--- src/rtl/buma_sat_stage.sv ---
// Registered result stage behind the 32-bit adder. It optionally saturates overflowed
// sums and buffers up to two results so that in_ready comes straight from a flop.
module buma_sat_stage #(
    parameter int WIDTH  = 32,
    parameter int CNT_W  = 16,
    parameter bit SAT_EN = 1'b1
) (
    input  logic             clk,
    input  logic             rst_n,
    input  logic             in_valid,
    output logic             in_ready,
    input  logic [WIDTH-1:0] in_data,
    input  logic             in_ovf,
    output logic             out_valid,
    input  logic             out_ready,
    output logic [WIDTH-1:0] out_data,
    output logic             out_ovf,
    output logic             ovf_sticky,
    output logic [CNT_W-1:0] ovf_count,
    input  logic             clr
);

    localparam logic [1:0] ST_EMPTY = 2'd0;
    localparam logic [1:0] ST_ONE   = 2'd1;
    localparam logic [1:0] ST_TWO   = 2'd2;

    localparam logic [CNT_W-1:0] CNT_MAX = {CNT_W{1'b1}};
    localparam logic [CNT_W-1:0] CNT_ONE = {{(CNT_W-1){1'b0}}, 1'b1};

    logic [1:0]       state_q, state_d;
    logic             in_ready_q, in_ready_d;
    logic             out_valid_q, out_valid_d;
    logic [WIDTH-1:0] main_data_q, main_data_d;
    logic             main_ovf_q, main_ovf_d;
    logic [WIDTH-1:0] skid_data_q, skid_data_d;
    logic             skid_ovf_q, skid_ovf_d;
    logic             sticky_q, sticky_d;
    logic [CNT_W-1:0] count_q, count_d;

    logic             accept;
    logic             deliver;
    logic [WIDTH-1:0] in_data_sat;

    assign accept  = in_valid && in_ready_q;
    assign deliver = out_valid_q && out_ready;

    // A set wrapped MSB means the true sum was positive, so clamp to max positive.
    always_comb begin
        in_data_sat = in_data;
        if (SAT_EN && in_ovf) begin
            in_data_sat = in_data[WIDTH-1] ? {1'b0, {(WIDTH-1){1'b1}}}
                                           : {1'b1, {(WIDTH-1){1'b0}}};
        end
    end

    always_comb begin
        state_d     = state_q;
        main_data_d = main_data_q;
        main_ovf_d  = main_ovf_q;
        skid_data_d = skid_data_q;
        skid_ovf_d  = skid_ovf_q;
        case (state_q)
            ST_EMPTY: begin
                if (accept) begin
                    main_data_d = in_data_sat;
                    main_ovf_d  = in_ovf;
                    state_d     = ST_ONE;
                end
            end
            ST_ONE: begin
                if (accept && deliver) begin
                    main_data_d = in_data_sat;
                    main_ovf_d  = in_ovf;
                end else if (accept) begin
                    skid_data_d = in_data_sat;
                    skid_ovf_d  = in_ovf;
                    state_d     = ST_TWO;
                end else if (deliver) begin
                    state_d = ST_EMPTY;
                end
            end
            ST_TWO: begin
                if (deliver) begin
                    main_data_d = skid_data_q;
                    main_ovf_d  = skid_ovf_q;
                    state_d     = ST_ONE;
                end
            end
            default: state_d = ST_EMPTY;
        endcase
        out_valid_d = (state_d != ST_EMPTY);
        in_ready_d  = (state_d != ST_TWO);
    end

    // clr wins over a same-cycle overflow accept; that event is dropped.
    always_comb begin
        sticky_d = sticky_q;
        count_d  = count_q;
        if (clr) begin
            sticky_d = 1'b0;
            count_d  = '0;
        end else if (accept && in_ovf) begin
            sticky_d = 1'b1;
            if (count_q != CNT_MAX) count_d = count_q + CNT_ONE;
        end
    end

    always_ff @(posedge clk or negedge rst_n) begin
        if (!rst_n) begin
            state_q     <= ST_EMPTY;
            in_ready_q  <= 1'b1;
            out_valid_q <= 1'b0;
            main_data_q <= '0;
            main_ovf_q  <= 1'b0;
            skid_data_q <= '0;
            skid_ovf_q  <= 1'b0;
            sticky_q    <= 1'b0;
            count_q     <= '0;
        end else begin
            state_q     <= state_d;
            in_ready_q  <= in_ready_d;
            out_valid_q <= out_valid_d;
            main_data_q <= main_data_d;
            main_ovf_q  <= main_ovf_d;
            skid_data_q <= skid_data_d;
            skid_ovf_q  <= skid_ovf_d;
            sticky_q    <= sticky_d;
            count_q     <= count_d;
        end
    end

    assign in_ready   = in_ready_q;
    assign out_valid  = out_valid_q;
    assign out_data   = main_data_q;
    assign out_ovf    = main_ovf_q;
    assign ovf_sticky = sticky_q;
    assign ovf_count  = count_q;

endmodule

--- config.mk ---
export PLATFORM = sky130hd
export DESIGN_NAME = buma_sat_stage
export DESIGN_NICKNAME = d
export VERILOG_FILES = /design/src/rtl/buma_sat_stage.sv
export SDC_FILE = /design/constraint.sdc
export NUM_CORES = 1
export LEC_CHECK = 0
export ABC_AREA = 0
export CAP_MARGIN = 30
export CORE_MARGIN = 2
export CORE_UTILIZATION = 30
export DETAILED_ROUTE_END_ITERATION = 12
export SYNTH_ARGS = -nofsm -noshare
export SYNTH_HDL_FRONTEND = slang
export SYNTH_SLANG_ARGS = --single-unit
--- constraint.sdc ---
create_clock -name clk -period 3.1 [get_ports clk]
set_clock_uncertainty 0.2 [all_clocks]
set_input_delay 0.775 -clock clk [delete_from_list [all_inputs] [get_ports clk]]
set_output_delay 0.775 -clock clk [all_outputs]
set_load 0.05 [all_outputs]
==> reports/summary.txt, run 1 <==
Die Ht: 122 um
Worst-path clk slew: 0.06 ns
Post-DP Area: 5290 um2
number of global-route vias before repair: 3334
Critical Path RT: 2.12 ns
worst skew pair latency: 0.33 ns
Buf+Inv Stages, Crit Path: 1
# resized after CTS: 0
Die X-Extent: 122 um
share of cells above drive strength 1: 6.91%
Wirelength per Cell: 14.8 um
Worst slew margin: 54.5%
largest family of logic cells by synthesized area: multiplexers
Pwr Density: 958 nW/um2
CP delay by family, top: buffers and inverters
CTS Root Cell: clkbuf_16
Initial Util: 30.4%
Final Cell Area: 5570 um2
Slew @ Worst Pin: 0.677 ns
Post-Synth Adder-Cell Area: 0.300%
Critical-path top delay cell: clkdlybuf4s50_1
GRT Residual Overflow: 0
mux cell area share after synthesis: 17.4%
Data arrival, critical path: 1.76 ns
Starting DRT DRC Count: 139
detailed-route via count: 3306
crit-path max FO: 5
highest clock rate: 366 MHz
most frequent cell after synthesis: dfrtp_1
Placeable Area: 13700 um2
post-CTS setup buffer count: 0
Ys Warns: 0
ys async rst share: 100%
IO Pins: 90
synthesized area: 4170 um2
Max H-tree Level: 3
top cells by area, synth: dfrtp_1 52%, mux2_1 9.7%, mux2i_1 7.4%, a21oi_1 5.4%, o21ai_1 4.3%
crit-path cells: clkdlybuf4s50_1
RSZ-0062 raised after global routing: no
status: completed
Final Hold Viols: 0
minimum clock period: 2.73 ns
row cnt: 43
Synth Area in Simple Gates: 13.6%
area leader, netlist: dfrtp_1
Mapped Nets: 446
CP endpoint kind: primary output
count of input and output buffers: 89
Routed WL: 9940 um
clock sink count: 87
Post-synth EDFFs: 0
full die area: 14900 um2
DRC: 0
startpoint types: flop
DP HPWL: 6590 um
ant diodes: 0
Max VDD drop: 0.455 mV
Leakage: 2.36 nW
register bit total from synthesis: 87
# setup viols final: 0
Reg area: 2180 um2
post-synthesis compound-gate area fraction: 12.7%
first-pass GRT wire length: 16700 um
setup TNS: 0 ns
area of the multi-input gates: 1850 um2
fin nets: 528
initial antenna violation count: 0
period utilisation layout: 88.2%
Finished Core Util: 40.6%
Slew Viols, Final: 0
top-area cell type share of the netlist area: 51.6%
WS Path Type: reg -> out
syn avg cell area: 10.2 um2
ys flop type: dfrtp_1
Filler cells: 1347
clock buffer count from CTS: 9
register area share after synthesis: 52.2%
max-cap violations: 0
count of different cell masters after synthesis: 41
detailed-routing iteration count for the pre-antenna-repair pass: 4
Worst path max stage delay: 0.82 ns
hold crit path type: in -> async
Post-Syn Instances: 407
Post-CTS Hold Buffers: 0
synth cell count leaders: 86 x dfrtp_1, 45 x a21oi_1, 42 x nand2_1
Detail Route Antenna Nets: 0
P&R area growth vs syn: 33.5%
xor and xnor area share after synthesis: 0.210%
clock buffer depth: 2
Via density: 4.92
CTS tree: yes
GPL Wtd Cong: 0.801
GRT Util Overall: 14.4%
largest net degree at the start of global routing: 66
through the flow:
step           setup WS [ns]  instances  hold slack, ns  power, W
2_1_floorplan          0.571        407           0.256   0.00349
3_3_place_gp          0.0599        658           0.268   0.00427
4_1_cts                0.351        672           0.262   0.00541
3_5_place_dp          0.0395        658           0.276   0.00432
6_report               0.366        672           0.237   0.00533
5_1_grt                0.302        672           0.277   0.00569
metal layers:
metal  routed length [um]  GRT usage [%]
met5                    0              0
met4                  156           5.96
met3                  483           3.60
met2                 4630           22.9
met1                 4680           18.8
layout make-up:
type / instances / area share, %
sequential: 87 / 39.1
multi-input combinational: 285 / 33.2
timing repair buffer: 102 / 18.3
clock buffer: 13 / 4.50
tap: 180 / 4.05
clock inverter: 1 / 0.540
inverter: 4 / 0.270
layout by cell type (no fill, tap or decap), drive strengths merged, types with 2 or more instances in the layout:
cell | Yosys | routed
mux2i | 31 | 31
nor3 | 4 | 4
nand3b | 2 | 2
nor4 | 3 | 3
nand2 | 42 | 42
nand2b | 2 | 2
clkbuf | 19 | 13
nand3 | 7 | 7
o31ai | 8 | 8
nor2 | 36 | 36
clkdlybuf4s50 | 0 | 87
o21ai | 37 | 37
nand4 | 3 | 3
or4 | 10 | 10
inv | 4 | 4
a21oi | 45 | 45
dfrtp | 86 | 86
buf | 12 | 15
mux2 | 37 | 37
or3 | 4 | 4
logic make-up after synthesis:
group | after synthesis
multiplexers | 68
adder cells (fa/ha/maj) | 1
AND/OR/NAND/NOR | 118
XOR/XNOR | 1
flip-flops | 87
AO/OA/AOI/OAI | 97
buffers and inverters | 35
power by group:
part / leakage [nW] / switching [W] / total, W / internal [W]
clock network: 0.136 / 0.000422 / 0.00106 / 0.000639
registers: 1.08 / 0.000251 / 0.00185 / 0.00160
logic: 1.15 / 0.00151 / 0.00243 / 0.000912
flip-flops by register name, summed over array words and instances (netlist names):
name and cells:
skid_data_q 32, state_q 2, in_ready 1, out_valid 1, ovf_count 16, ovf_sticky 1
skid_ovf_q 1, out_ovf 1, out_data 32
path summary, 6_finish.rpt:
check | start | to | slack, ns | cells past startpoint
hold reg to reg | skid_data_q[23]$_DFFE_PN0P_ | skid_data_q[23]$_DFFE_PN0P_ | 0.28 | 2
setup / recovery | in_ready$_DFF_PN1_ | in_ready | 0.37 | 1
max in group asynchronous | rst_n | in_ready$_DFF_PN1_ | 1.74 | 2
hold / removal | rst_n | ovf_count[9]$_DFFE_PN0P_ | 0.24 | 1
setup reg to reg | in_ready$_DFF_PN1_ | ovf_count[15]$_DFFE_PN0P_ | 0.77 | 4
min in group clk | skid_data_q[23]$_DFFE_PN0P_ | skid_data_q[23]$_DFFE_PN0P_ | 0.28 | 2
Note: power is estimated with default switching activity, not from simulation.
==> run 2, diff against run 1 <==
- CORE_ASPECT_RATIO: default -> 2
- CORE_MARGIN: 2 -> default
==> run 2 against run 1 <==
Compared with the run above: global-route usage rose by 0.60 points; worst setup slack improved by 0.020 ns; routed wire length rose by 2.0%; cell area rose by 0.18%; cell count fell by 3.4%; utilization rose by 0.69 points; critical path depth did not move; combinational power barely moved; sequential power barely moved; highest routed layer unchanged.
==> reports/summary.txt, run 2 (synthesis results as in run 1) <==
status: completed (unchanged)
WS Path Type: reg -> out (unchanged)
Crit. Startpoint: in_ready$_DFF_PN1_ (unchanged)
GRT Residual Overflow: 0 (unchanged)
RSZ-0062 raised after global routing: no (unchanged)
commonest cells after routing, fill and taps aside: 87 x clkdlybuf4s50_1, 86 x dfrtp_1, 45 x a21oi_1 (unchanged)
# resized after CTS: 0 (unchanged)
Die Ht: 169 um (was 122 um)
Worst slew margin: 56.3% (was 54.5%)
full die area: 14400 um2 (was 14900 um2)
ant diodes: 0 (unchanged)
Routed WL: 10100 um (was 9940 um)
Data arrival, critical path: 1.74 ns (was 1.76 ns)
hold slack: 0.209 ns (was 0.237 ns)
Wirelength per Cell: 15.6 um (was 14.8 um)
Detail Route Antenna Nets: 0 (unchanged)
detailed-route via count: 3287 (was 3306)
pre-CTS setup slack: -0.0263 ns (was 0.0395 ns)
Slew @ Worst Pin: 0.655 ns (was 0.677 ns)
Starting DRT DRC Count: 96 (was 139)
Leakage: 2.38 nW (was 2.36 nW)
CTS Root Cell: clkbuf_16 (unchanged)
worst skew pair latency: 0.34 ns (was 0.33 ns)
count of input and output buffers: 89 (unchanged)
Reg2Reg Setup Slack: 0.77 ns (about the same)
row cnt: 60 (was 43)
hold crit path type: in -> async (unchanged)
startpoint types: flop (unchanged)
Final Cell Area: 5580 um2 (was 5570 um2)
share of cells above drive strength 1: 7.69% (was 6.91%)
post-CTS setup buffer count: 0 (unchanged)
Post-CTS Hold Buffers: 0 (unchanged)
# setup viols final: 0 (unchanged)
period utilisation layout: 87.6% (was 88.2%)
Worst-path clk slew: 0.06 ns (about the same)
worst r2r src: ovf_count[0]$_DFFE_PN0P_ (was in_ready$_DFF_PN1_)
CP delay by family, top: buffers and inverters (unchanged)
IO Pins: 90 (unchanged)
P&R area growth vs syn: 33.7% (was 33.5%)
commonest non-fill, non-tap cell in the layout: clkdlybuf4s50_1 (unchanged)
clock buffer count from CTS: 9 (unchanged)
Placeable Area: 13500 um2 (was 13700 um2)
number of global-route vias before repair: 3411 (was 3334)
Buf+Inv Stages, Crit Path: 1 (unchanged)
Final Hold Viols: 0 (unchanged)
CTS tree: yes (unchanged)
GRT Util Overall: 15.1% (was 14.4%)
fin nets: 528 (unchanged)
Initial Util: 30.9% (was 30.4%)
Die X-Extent: 85.4 um (was 122 um)
Post-DP Area: 5230 um2 (was 5290 um2)
initial antenna violation count: 0 (unchanged)
largest net degree at the start of global routing: 66 (unchanged)
clock buffer depth: 2 (unchanged)
Max VDD drop: 0.449 mV (was 0.455 mV)
area of the multi-input gates: 1850 um2 (unchanged)
DRC: 0 (unchanged)
Slew Viols, Final: 0 (unchanged)
crit-path max FO: 5 (unchanged)
GPL Wtd Cong: 0.845 (was 0.801)
highest clock rate: 368 MHz (was 366 MHz)
Critical-path top delay cell: clkdlybuf4s50_1 (unchanged)
DP HPWL: 7060 um (was 6590 um)
Final Total Pwr: 0.00544 W (was 0.00533 W)
Finished Core Util: 41.3% (was 40.6%)
Critical Path RT: 2.12 ns (about the same)
clock sink count: 87 (unchanged)
first-pass GRT wire length: 16800 um (was 16700 um)
Reg area: 2180 um2 (unchanged)
crit-path cells: clkdlybuf4s50_1 (unchanged)
final worst setup slack: 0.386 ns (was 0.366 ns)
CP endpoint kind: primary output (unchanged)
detailed-routing iteration count for the pre-antenna-repair pass: 4 (unchanged)
Filler cells: 1346 (was 1347)
Via density: 5.06 (was 4.92)
Max H-tree Level: 3 (unchanged)
Pwr Density: 976 nW/um2 (was 958 nW/um2)
minimum clock period: 2.71 ns (was 2.73 ns)
Worst path max stage delay: 0.82 ns (about the same)
max-cap violations: 0 (unchanged)
[run 2: cell count changes in the layout (fill, tap and decap cells not counted)]
cell        previous run  this run
buf_12                 3         2
buf_16                 0         1
bufinv_16              1         2
clkbuf_1               3         1
clkbuf_8               1         0
clkinv_2               0         2
clkinvlp_4             0         2
[run 2: final timing paths]
| kind | end | depth (start not counted) |
|---|---|---|
| min reg2reg | skid_ovf_q$_DFFE_PN0P_ | 1 |
| min in group clk | skid_ovf_q$_DFFE_PN0P_ | 1 |
| max | in_ready | 1 |
| min | ovf_count[10]$_DFFE_PN0P_ | 1 |
| max in group asynchronous | in_ready$_DFF_PN1_ | 2 |
| max reg2reg | ovf_count[10]$_DFFE_PN0P_ | 5 |
[run 2: final cells by class]
class	count	area share, %
inverters	4	0.269
well taps	155	3.48
clock buffers	10	4.11
multi-input cells	285	33.1
clock inverters	6	1.53
flip-flops and latches	87	39.1
repair buffers	102	18.4
[run 2: stage by stage]
| step | cells | TNS [ns] |
|---|---|---|
| global placement | 632 | 0 |
| floorplan | 407 | 0 |
| CTS | 648 | 0 |
| detailed placement | 632 | -0.266 |
| finish | 649 | 0 |
| global route | 649 | 0 |
[run 2: routing by layer]
layer	vias up	part of all wire [%]	global-route usage (%)
met4	0	3.0	7.39
met3	22	3.4	3.12
met1	1584	39	16.2
li1	1600	-	-
met5	-	0	0
met2	81	54	27.5
[run 2: report_power, final]
| part | leakage, nW | total, W | internal (W) | switching (W) |
|---|---|---|---|---|
| combinational | 1.15 | 0.00243 | 0.000919 | 0.00151 |
| sequential | 1.08 | 0.00187 | 0.00160 | 0.000272 |
| clock | 0.148 | 0.00115 | 0.000703 | 0.000444 |
==> run 3, diff against run 2 <==
- CTS_CLUSTER_SIZE: default -> 28
- PLACE_DENSITY_LB_ADDON: default -> 0.15
==> run 3 against run 2 <==
Compared with the run above: combinational power decreased by 2%; cell count rose by 0.31%; register-to-register slack lost 0.02 ns; sequential share of layout area fell by 0.052 points; critical path depth up 4; sequential cell count did not move; largest power group unchanged.
==> reports/summary.txt, run 3 (synthesis results as in run 1) <==
row cnt: 60 (unchanged)
largest net degree at the start of global routing: 66 (unchanged)
Wirelength per Cell: 15.9 um (was 15.6 um)
# resized after CTS: 0 (unchanged)
GRT Util Overall: 15.9% (was 15.1%)
share of cells above drive strength 1: 7.86% (was 7.69%)
status: completed (unchanged)
Die Ht: 169 um (unchanged)
area of the multi-input gates: 1850 um2 (unchanged)
Die X-Extent: 85.4 um (unchanged)
Slew Viols, Final: 0 (unchanged)
initial antenna violation count: 0 (unchanged)
clock sink count: 87 (unchanged)
Gate power share: 43.5% (was 44.6%)
Pwr Density: 984 nW/um2 (was 976 nW/um2)
worst skew pair latency: 0.34 ns (about the same)
max-cap violations: 0 (unchanged)
minimum clock period: 2.72 ns (was 2.71 ns)
clock buffer depth: 2 (unchanged)
GRT Residual Overflow: 0 (unchanged)
worst r2r src: ovf_count[0]$_DFFE_PN0P_ (unchanged)
WS Path Type: in -> reg (was reg -> out)
fin nets: 530 (was 528)
Max VDD drop: 0.474 mV (was 0.449 mV)
startpoint types: input port (was flop)
Leakage: 2.39 nW (was 2.38 nW)
Reg2Reg Depth: 5 (unchanged)
IO Pins: 90 (unchanged)
post-CTS setup buffer count: 0 (unchanged)
Switching Fraction: 40.5% (was 40.9%)
Reg area: 2180 um2 (unchanged)
Via density: 5.10 (was 5.06)
Final Hold Viols: 0 (unchanged)
Filler cells: 1340 (was 1346)
Slew @ Worst Pin: 0.963 ns (was 0.655 ns)
detailed-routing iteration count for the pre-antenna-repair pass: 6 (was 4)
full die area: 14400 um2 (unchanged)
first-pass GRT wire length: 17700 um (was 16800 um)
detailed-route via count: 3318 (was 3287)
number of global-route vias before repair: 3515 (was 3411)
Reg2Reg Setup Slack: 0.75 ns (was 0.77 ns)
pre-CTS setup slack: -0.00574 ns (was -0.0263 ns)
Worst slew margin: 35.8% (was 56.3%)
Final Total Pwr: 0.00549 W (was 0.00544 W)
final worst setup slack: 0.383 ns (was 0.386 ns)
commonest non-fill, non-tap cell in the layout: clkdlybuf4s50_1 (unchanged)
DRC: 0 (unchanged)
Starting DRT DRC Count: 122 (was 96)
hold crit path type: in -> async (unchanged)
period utilisation layout: 87.6% (about the same)
Pint: 0.00327 W (was 0.00322 W)
highest clock rate: 368 MHz (about the same)
Post-CTS Hold Buffers: 0 (unchanged)
crit-path max FO: 33 (was 5)
commonest cells after routing, fill and taps aside: 87 x clkdlybuf4s50_1, 86 x dfrtp_1, 45 x a21oi_1 (unchanged)
GPL Wtd Cong: 0.805 (was 0.845)
P&R area growth vs syn: 33.9% (was 33.7%)
count of input and output buffers: 89 (unchanged)
sequential power share: 33.9% (was 34.3%)
ant diodes: 0 (unchanged)
# setup viols final: 0 (unchanged)
Worst-path clk slew: 0.06 ns (about the same)
Data arrival, critical path: 2.74 ns (was 1.74 ns)
Clk pwr share: 22.6% (was 21.1%)
Placeable Area: 13500 um2 (unchanged)
CTS Root Cell: clkbuf_16 (unchanged)
CTS tree: yes (unchanged)
clock buffer count from CTS: 9 (unchanged)
Max H-tree Level: 3 (unchanged)
Initial Util: 30.9% (unchanged)
CP endpoint kind: flop (was primary output)
DP HPWL: 7240 um (was 7060 um)
Routed WL: 10300 um (was 10100 um)
Critical Path RT: 3.12 ns (was 2.12 ns)
RSZ-0062 raised after global routing: no (unchanged)
Net Switching: 0.00222 W (about the same)
Detail Route Antenna Nets: 0 (unchanged)
reg2reg end: ovf_count[14]$_DFFE_PN0P_ (was ovf_count[10]$_DFFE_PN0P_)
-- run 3: cell types whose count changed in the layout (fill, tap and decap cells not counted), sizes merged --
cell / previous run / this run
buf: 15 / 17
bufinv: 2 / 3
clkinv: 2 / 1
clkinvlp: 2 / 1
clkbuf: 10 / 11
-- run 3: area by class of cell --
type | count | share of cell area (%)
clock inverter | 5 | 1.90
timing repair buffer | 104 | 18.1
multi-input combinational | 285 | 33.1
clock buffer | 11 | 4.17
inverter | 4 | 0.269
sequential | 87 | 39.0
tap | 155 | 3.47
-- run 3: how the worst max path moves through the flow --
stage / to / slack (ns) / startpoint / cells past startpoint
after global placement: out_data[11]$_DFFE_PN0P_ / 0.02 / in_valid / 5
after CTS: out_data[1]$_DFFE_PN0P_ / 0.35 / in_valid / 5
after global routing: out_data[26]$_DFFE_PN0P_ / 0.24 / in_valid / 5
after detailed placement: out_data[30]$_DFFE_PN0P_ / -0.006 / in_valid / 5
final: out_data[7]$_DFFE_PN0P_ / 0.38 / in_valid / 5
after floorplan: ovf_count[10]$_DFFE_PN0P_ / 0.57 / in_ovf / 6
-- run 3: critical path, stage by stage --
cell,delay [ns]
clkdlybuf4s50_1,0.49
nand3b_1,0.14
a21o_1,0.14
o31a_2,0.79
mux2_1,0.39
-- run 3: routing by layer --
metal / GRT usage, % / wire length, um / vias to the layer above
met5: 0 / 0 / -
met4: 6.88 / 271 / 0
met3: 2.97 / 276 / 15
met2: 29.4 / 5620 / 73
met1: 17.3 / 4170 / 1624
li1: - / - / 1606
-- run 3: per-stage QoR --
step	cells	cell area, um2	utilization, %	setup TNS [ns]	hold WS (ns)
after global placement	635	5240	38.8	0	0.269
after CTS	651	5580	41.3	0	0.0809
after floorplan	407	4170	-	0	0.256
after global routing	651	5580	41.3	0	0.0916
after detailed placement	635	5240	38.8	-0.0138	0.276
final	651	5580	41.3	0	0.0884
-- run 3: power groups by stage --
stage                     Sequential, W  Combinational [W]  Clock, W
after global placement          0.00187            0.00239         0
after floorplan                 0.00266           0.000835         0
after detailed placement        0.00189            0.00243         0
after CTS                       0.00187            0.00243   0.00127
after global routing            0.00193            0.00259   0.00132
final                           0.00186            0.00239   0.00124
